`config.mk`:
```
export PLATFORM = sky130hd
export DESIGN_NAME = step_scheduler
export DESIGN_NICKNAME = d
export VERILOG_FILES = /design/src/rtl/step_scheduler.sv
export SDC_FILE = /design/constraint.sdc
export NUM_CORES = 1
export LEC_CHECK = 0
export BUFFER_PORTS_ARGS = -buffer_cell sky130_fd_sc_hd__buf_4
export CORE_ASPECT_RATIO = 1.2
export CORE_MARGIN = 5
export CORE_UTILIZATION = 58
export DETAILED_ROUTE_END_ITERATION = 10
export PLACE_DENSITY_LB_ADDON = 0.05
export SLEW_MARGIN = 20
export SYNTH_ARGS = -nofsm -noshare
export SYNTH_HDL_FRONTEND = slang
export SYNTH_SLANG_ARGS = --single-unit
```
`constraint.sdc`:
```
create_clock -name clk -period 3.58 [get_ports clk]
set_input_delay 0.179 -clock clk [delete_from_list [all_inputs] [get_ports clk]]
set_output_delay 0.179 -clock clk [all_outputs]
set_load 0.1 [all_outputs]
```
`src/rtl/step_scheduler.sv`:
```
// step_scheduler: plays a loadable table of control words with per-entry dwell,
// repeating passes, and supports start, stop and pause.
module step_scheduler #(
  parameter int DATA_W  = 12,
  parameter int DWELL_W = 8,
  parameter int DEPTH   = 8,
  parameter int IDX_W   = 3
) (
  input  logic               clk,
  input  logic               rst,
  input  logic               wr_en,
  input  logic [IDX_W-1:0]   wr_addr,
  input  logic [DATA_W-1:0]  wr_data,
  input  logic [DWELL_W-1:0] wr_dwell,
  input  logic               start,
  input  logic               stop,
  input  logic               pause,
  input  logic [IDX_W:0]     len,
  input  logic [7:0]         loops,
  output logic [DATA_W-1:0]  data_out,
  output logic [IDX_W-1:0]   step_idx,
  output logic               step_stb,
  output logic               busy,
  output logic               paused,
  output logic               done
);
  localparam logic [1:0] IDLE = 2'd0;
  localparam logic [1:0] RUN  = 2'd1;
  localparam logic [1:0] HOLD = 2'd2;
  logic [DATA_W-1:0]  r_tab_data  [DEPTH];
  logic [DWELL_W-1:0] r_tab_dwell [DEPTH];
  logic [1:0]         r_state;
  logic [IDX_W:0]     r_len;
  logic [7:0]         r_loops;
  logic [7:0]         r_pass;
  logic [IDX_W-1:0]   r_idx;
  logic [DWELL_W-1:0] r_dwell;
  logic [DATA_W-1:0]  r_data;
  logic               r_stb;
  logic               r_done;
  logic               w_len_ok;
  logic               w_last;
  logic [7:0]         w_pass_n;
  logic               w_fin;
  logic [IDX_W-1:0]   w_nidx;
  always_comb begin
    w_len_ok = len != '0 && len <= (IDX_W+1)'(DEPTH);
    w_last   = {1'b0, r_idx} == r_len - 1'b1;
    w_pass_n = r_pass == 8'hFF ? r_pass : r_pass + 8'd1;
    w_fin    = r_loops != 8'd0 && w_pass_n == r_loops;
    w_nidx   = w_last ? '0 : r_idx + 1'b1;
  end
  always_ff @(posedge clk) begin
    if (wr_en) begin
      r_tab_data[wr_addr]  <= wr_data;
      r_tab_dwell[wr_addr] <= wr_dwell;
    end
  end
  // Leaving HOLD with pause low also takes a dwell step, so a P-cycle pause costs exactly P cycles.
  always_ff @(posedge clk) begin
    if (rst) begin
      r_state <= IDLE;
      r_len   <= '0;
      r_loops <= '0;
      r_pass  <= '0;
      r_idx   <= '0;
      r_dwell <= '0;
      r_data  <= '0;
      r_stb   <= 1'b0;
      r_done  <= 1'b0;
    end else begin
      r_stb  <= 1'b0;
      r_done <= 1'b0;
      if (stop) begin
        r_state <= IDLE;
        r_data  <= '0;
        r_idx   <= '0;
      end else if (r_state == IDLE) begin
        if (start && w_len_ok) begin
          r_state <= RUN;
          r_len   <= len;
          r_loops <= loops;
          r_pass  <= '0;
          r_idx   <= '0;
          r_data  <= r_tab_data[0];
          r_dwell <= r_tab_dwell[0];
          r_stb   <= 1'b1;
        end
      end else if (pause) begin
        r_state <= HOLD;
      end else begin
        r_state <= RUN;
        if (r_dwell != '0) begin
          r_dwell <= r_dwell - 1'b1;
        end else if (w_last && w_fin) begin
          r_pass  <= w_pass_n;
          r_state <= IDLE;
          r_data  <= '0;
          r_idx   <= '0;
          r_done  <= 1'b1;
        end else begin
          if (w_last) r_pass <= w_pass_n;
          r_idx   <= w_nidx;
          r_data  <= r_tab_data[w_nidx];
          r_dwell <= r_tab_dwell[w_nidx];
          r_stb   <= 1'b1;
        end
      end
    end
  end
  assign data_out = r_data;
  assign step_idx = r_idx;
  assign step_stb = r_stb;
  assign busy     = r_state != IDLE;
  assign paused   = r_state == HOLD;
  assign done     = r_done;
endmodule

```
==> results of run 1 <==
-- critical path: stages, from the launching register on --
cell and delay, ns:
dfxtp_1 0.44, ha_1 0.35, nand3_1 0.29, o211a_1 0.35, a21oi_1 0.14, and2_1 0.14, nand4b_1 0.16, nor3b_2 0.78
a21boi_1 0.27, o22a_1 0.13
-- layout make-up --
type	instances	area, µm²
clock buffer	28	583.1
clock inverter	12	145.1
fill	1129	4646
inverter	10	37.54
multi-input combinational	567	3207
sequential	207	5746
tap	208	260.3
timing repair buffer	116	953.4
-- state kept, by name, indices dropped and copies added (netlist names) --
name         flops
data_out        12
done             1
r_dwell          8
r_len            4
r_loops          8
r_pass           8
r_state          2
r_tab_data      96
r_tab_dwell     64
step_idx         3
step_stb         1
-- path summary, 6_finish.rpt --
kind	start	to	slack, ns	cells after the start
min reg2reg	r_loops[0]	r_loops[0]	0.49	2
max reg2reg	r_pass[0]	data_out[10]	0.46	9
min	rst	r_pass[5]	0.08	2
max	r_pass[0]	data_out[10]	0.46	9
-- kinds of logic after synthesis --
kind of cell    Yosys count  synth area share
xor+xnor                 18           0.01869
simple gates            303            0.1498
fa+ha+maj                 4          0.005458
mux                       8          0.008733
flops                   207            0.6266
buf+inv                  63           0.02961
compound gates          234            0.1611
-- synthesized netlist by cell type, types with 5 or more instances --
cell type / count / area share
o22a_1: 12 / 0.011
o21ai_1: 10 / 0.0055
clkbuf_1: 35 / 0.014
o21ai_0: 41 / 0.022
nor3_1: 19 / 0.010
buf_2: 10 / 0.0055
nand2b_1: 9 / 0.0061
dfxtp_1: 47 / 0.10
xnor2_1: 8 / 0.0076
inv_1: 9 / 0.0037
xor2_1: 9 / 0.0086
a31oi_1: 12 / 0.0082
nor2_1: 39 / 0.016
nand4_1: 5 / 0.0034
nand2_1: 169 / 0.069
edfxtp_1: 160 / 0.52
nor2b_1: 5 / 0.0034
nand3_1: 26 / 0.014
a21oi_1: 95 / 0.052
nor4_1: 5 / 0.0034
mux2i_1: 8 / 0.0087
a21boi_1: 13 / 0.011
-- metrics by stage --
step	utilization	hold slack [ns]
2_1_floorplan	-	0.2779
3_3_place_gp	0.6335	0.4111
3_5_place_dp	0.6335	0.4216
4_1_cts	0.7014	0.08126
5_1_grt	0.7018	0.1084
6_report	0.7018	0.08359
-- power by group --
part | total [µW] | switching [µW] | internal, µW
logic | 417 | 266 | 151
clock network | 2260 | 889 | 1370
registers | 2700 | 36.3 | 2670
total | 5380 | 1190 | 4190
-- per-layer routing --
metal	wire length (µm)	GRT usage	up-vias
li1	-	-	3254
met1	9650	0.3265	3345
met2	11060	0.4142	222
met3	1431	0.03867	42
met4	409	0.06360	0
met5	0	0	-
-- what timing repair did --
action,4_1_cts,5_1_grt
resized for setup,0,0
hold buffers,33,0
endpoints found under the hold margin,174,0
-- layout by cell type (no fill, tap or decap), types with 6 or more instances in the layout --
cell type,n
nand2_1,169
edfxtp_1,160
a21oi_1,95
buf_4,83
dfxtp_1,47
o21ai_0,41
dlygate4sd3_1,33
nor2_1,32
nand3_1,26
clkbuf_16,22
nor3_1,17
a21boi_1,13
o22a_1,12
a31oi_1,11
o21ai_1,10
inv_1,9
nand2b_1,9
xor2_1,8
mux2i_1,8
xnor2_1,7
nor2_2,6
==> impl_metrics.csv, run 1 <==
group,metric,value,unit
sta,finalSetupViolations,0,
final_layout,drive_above_1_share,0.1532,
sta,fin_crit,3.116,ns
routing,dr_total_vias,6863,
final_layout,layout.cells.non_filler,1148,
clock_network,cts_tree,"done",
power_and_ir_drop,p_leak,0.003983,µW
floorplanning,dieArea,18440,µm²
routing,vias_per_cell,5.978,
final_layout,design_area,10930,µm²
final_layout,areaGrowthSynthToFinish,19.21,%
power_and_ir_drop,powerDensity,492.3,nW/µm²
sta,hold_viol,0,
global_route,grt_pass1_vias,6838,
final_layout,fin_nets,969,
yosys,netlist_instances,837,
yosys,ys_ff_latch,207,
clock_network,cts_sinks,207,
sta,finalCritPeriodShare,0.8704,
run,maxCapViolCount,0,
floorplanning,rows,50,
sta,finalWorstSetupSlack,0.4640,ns
worst_setup_path,crit_arrival,3.55,ns
place,dpl_worst_slack,0.4865,ns
final_layout,n_antenna_cell,0,
place,place_inst,1075,
routing,first_iter_violations,645,
global_route,grtUsageTotal,0.2425,
sta,max-slew-margin-rel,0.3790,
yosys,syn_avg_cell_area,10.96,µm²
global_route,grt_max_degree,36,
yosys,synth_seq_area_share,0.6266,
floorplanning,dieHeight,147.7,µm
sta,finClkSkew,0.01970,ns
worst_setup_path,start_kind,"flip-flop",
place,gp_congestion,0.8631,
clock_network,cts-buffers-inserted,22,
yosys,ys_warn_count,0,
global_route,grt.overflow.total,0,
place,place_hpwl,13.96,mm
sta,timing.fmax,320.9,MHz
floorplanning,die_w,124.8,µm
worst_setup_path,cp_max_fo,12,
power_and_ir_drop,vdd.ir_drop.worst,0.3987,mV
worst_hold_path,hold_path_class,"in -> reg",
floorplanning,pin_count,60,
place,place_area,9868,µm²
worst_setup_path,cp-end-kind,"flip-flop",
floorplanning,coreArea,15580,µm²
yosys,yosysUniqueCellTypes,67,
yosys,synth_fp_nets,882,
yosys,synth_flop_cell,"edfxtp_1",
worst_setup_path,cp.required,4.02,ns
routing,wl,22.55,mm
sta,fin_setup_tns,0,ns
routing,drc_errors,0,
routing,drtPass1Iterations,5,
yosys,async_flop_share,0,
sta,tightest_slew,0.9274,ns
clock_network,cts-htree-levels,1,
place,numPortBuffers,59,
routing,detail-route-antenna-nets,0,
clock_network,clock_latency,0.51,ns
run_status,status,"complete, no violations",
yosys,synth_edf_count,160,
worst_setup_path,criticalPathCategory,"reg -> reg",
yosys,syn-cell-area,9170,µm²
power_and_ir_drop,power.total,5382,µW
global_route,grt_antenna_before_repair,0,
clock_network,path_clk_slew,0.06,ns
global_route,grt_pass1_wl,36.14,mm
clock_network,clock_path_buffers,3,
floorplanning,start_util,0.5887,
clock_network,postCtsSetupRepairBufs,0,
routing,wire_per_inst,19.64,µm
sta,rsz0062_at_grt,"false",
sta,finalMaxSlewViolations,0,
clock_network,cts_root_buffer,"clkbuf_16",
No activity file was read; power rests on OpenSTA's default activity.
==> inputs of run 2 (changes only) <==
--- a/config.mk
+++ b/config.mk
@@ -8,9 +8,10 @@
 export BUFFER_PORTS_ARGS = -buffer_cell sky130_fd_sc_hd__buf_4
 export CORE_ASPECT_RATIO = 1.2
 export CORE_MARGIN = 5
-export CORE_UTILIZATION = 58
+export CORE_UTILIZATION = 65
 export DETAILED_ROUTE_END_ITERATION = 10
 export PLACE_DENSITY_LB_ADDON = 0.05
+export SKIP_LAST_GASP = 1
 export SLEW_MARGIN = 20
 export SYNTH_ARGS = -nofsm -noshare
 export SYNTH_HDL_FRONTEND = slang
==> run 2 against run 1 <==
Net effect: combinational power up 1%; count of clock-buffer cells in the layout is the same; power fell by 4.7%; cell count is 3.7% lower; via count up 2.5%; non-clock buffer count down 1; core utilization up 7.7 points; sequential share of layout area grew 0.84 points; fmax is 2.3% lower; highest routed layer unchanged; clock power shrank 12%; setup slack worse by 0.072 ns; global-route usage rose by 4.0 points.
==> impl_metrics.csv, run 2 (synthesis results as in run 1) <==
group,metric,value,unit
routing,detail-route-antenna-nets,0,
clock_network,cts-resized-gates,0,
worst_setup_path,cp_max_fo,12,
clock_network,postCtsSetupRepairBufs,0,
final_layout,largest_reg_flops,96,
worst_setup_path,crit_path_top_delay_cell,"nor3b_2",
global_route,grt_max_degree,39,
place,place_hpwl,14.60,mm
place,gp_congestion,0.9601,
final_layout,n_antenna_cell,0,
clock_network,cts-buffers-inserted,20,
sta,fin_crit,3.188,ns
clock_network,cts_root_buffer,"clkbuf_16",
floorplanning,rows,47,
final_layout,fin_nets,966,
sta,finalMaxSlewViolations,0,
place,numPortBuffers,59,
routing,wl,23.76,mm
power_and_ir_drop,powerDensity,476.5,nW/µm²
routing,drc_errors,0,
global_route,grt_antenna_before_repair,0,
run_status,status,"complete, no violations",
sta,timing.fmax,313.7,MHz
clock_network,cts_hold_buf,33,
worst_setup_path,crit_arrival,3.63,ns
worst_setup_path,start_kind,"flip-flop",
clock_network,path_clk_slew,0.06,ns
final_layout,drive_above_1_share,0.1455,
floorplanning,coreArea,13820,µm²
sta,finalSetupViolations,0,
worst_setup_path,cp.required,4.02,ns
power_and_ir_drop,vdd.ir_drop.worst,0.4902,mV
routing,vias_per_cell,6.361,
floorplanning,start_util,0.6636,
floorplanning,dieArea,16590,µm²
global_route,grtUsageTotal,0.2828,
floorplanning,dieHeight,140.1,µm
clock_network,cts-htree-levels,1,
final_layout,fill_cells,879,
worst_hold_path,hold_path_class,"in -> reg",
clock_network,cts_tree,"done",
clock_network,cts_sinks,207,
final_layout,regMostFlops,"r_tab_data",
final_layout,final_common_cell,"nand2_1",
routing,dr_total_vias,7035,
worst_setup_path,criticalPathCategory,"reg -> reg",
worst_setup_path,cp-end-kind,"flip-flop",
routing,wire_per_inst,21.48,µm
sta,finalCritPeriodShare,0.8905,
final_layout,final_cell_mix,"nand2_1 (169), edfxtp_1 (160), a21oi_1 (95)",
final_layout,post-route-util,0.7786,
sta,max-slew-margin-rel,0.3194,
worst_setup_path,path_buf_inv,0,
routing,drtPass1Iterations,5,
worst_setup_path,crit_path_cell_trace,"ha_1 > nand3_1 > o211a_1 > a21oi_1 > and2_1 > nand4b_1 > nor3b_2 > a21boi_1 > o22a_1",
sta,tightest_slew,1.016,ns
worst_setup_path,max_stage_delay,0.84,ns
final_layout,areaGrowthSynthToFinish,17.34,%
floorplanning,pin_count,60,
sta,hold_ws,0.09869,ns
floorplanning,die_w,118.4,µm
worst_setup_path,cp_top_family,"simple AND/OR/NAND/NOR gates",
sta,finClkSkew,0.01587,ns
routing,first_iter_violations,753,
power_and_ir_drop,p_leak,0.003919,µW
sta,hold_viol,0,
run,maxCapViolCount,0,
global_route,grt_pass1_wl,37.20,mm
sta,fin_setup_tns,0,ns
global_route,grt_pass1_vias,6914,
global_route,grt.overflow.total,0,
clock_network,clock_path_buffers,3,
clock_network,clock_latency,0.49,ns
sta,rsz0062_at_grt,"false",
## run 2: cell count changes in the layout (fill, tap and decap cells not counted), sizes merged
cell    change
bufinv      -2
buf         -1
clkinv      -3
inv         +1
## run 2: final timing paths
path	slack (ns)	to	depth (start not counted)	start
worst max register to register	0.39	data_out[7]	9	r_pass[0]
worst min-delay path	0.1	r_state[0]	2	rst
worst max-delay path	0.39	data_out[7]	9	r_pass[0]
worst min register to register	0.49	data_out[6]	1	data_out[6]
## run 2: routing by layer
metal,vias up,share of wire,GRT usage,wire length [µm]
met1,3410,0.40,0.3684,9468
met4,0,0.024,0.1069,576
met2,334,0.50,0.4744,11990
met3,52,0.072,0.05403,1718
met5,-,0,0,0
li1,3239,-,-,-
## run 2: where the power goes
part           switching, µW  internal [µW]
sequential              38.6           2670
combinational            269            154
clock                    849           1150
## run 2: worst reg2reg max path, cell delays in order, from the launching register on
cell and delay [ns]:
dfxtp_1 0.44, ha_1 0.35, nand3_1 0.28, o211a_1 0.34
a21oi_1 0.14, and2_1 0.16, nand4b_1 0.16, nor3b_2 0.84
a21boi_1 0.30, o22a_1 0.14
## run 2: final cells by class
class                   count  area [µm²]  share of cell area
well taps                 171       214.0             0.01988
repair buffers            115       945.9             0.08791
clock inverters             8       63.81            0.005930
inverters                  10       37.54            0.003488
flip-flops and latches    207        5746              0.5340
multi-input cells         567        3202              0.2976
clock buffers              28       551.8             0.05128
## run 2: per-stage QoR
stage | cells | power (µW) | instance area, µm² | worst slack [ns]
after global routing | 1106 | 5305 | 10760 | 0.1387
final | 1106 | 5127 | 10760 | 0.3919
after CTS | 1106 | 5135 | 10760 | 0.4144
after global placement | 1037 | 3127 | 9814 | 0.5703
after detailed placement | 1037 | 3141 | 9814 | 0.4059
after floorplan | 837 | 2994 | 9170 | 0.5978
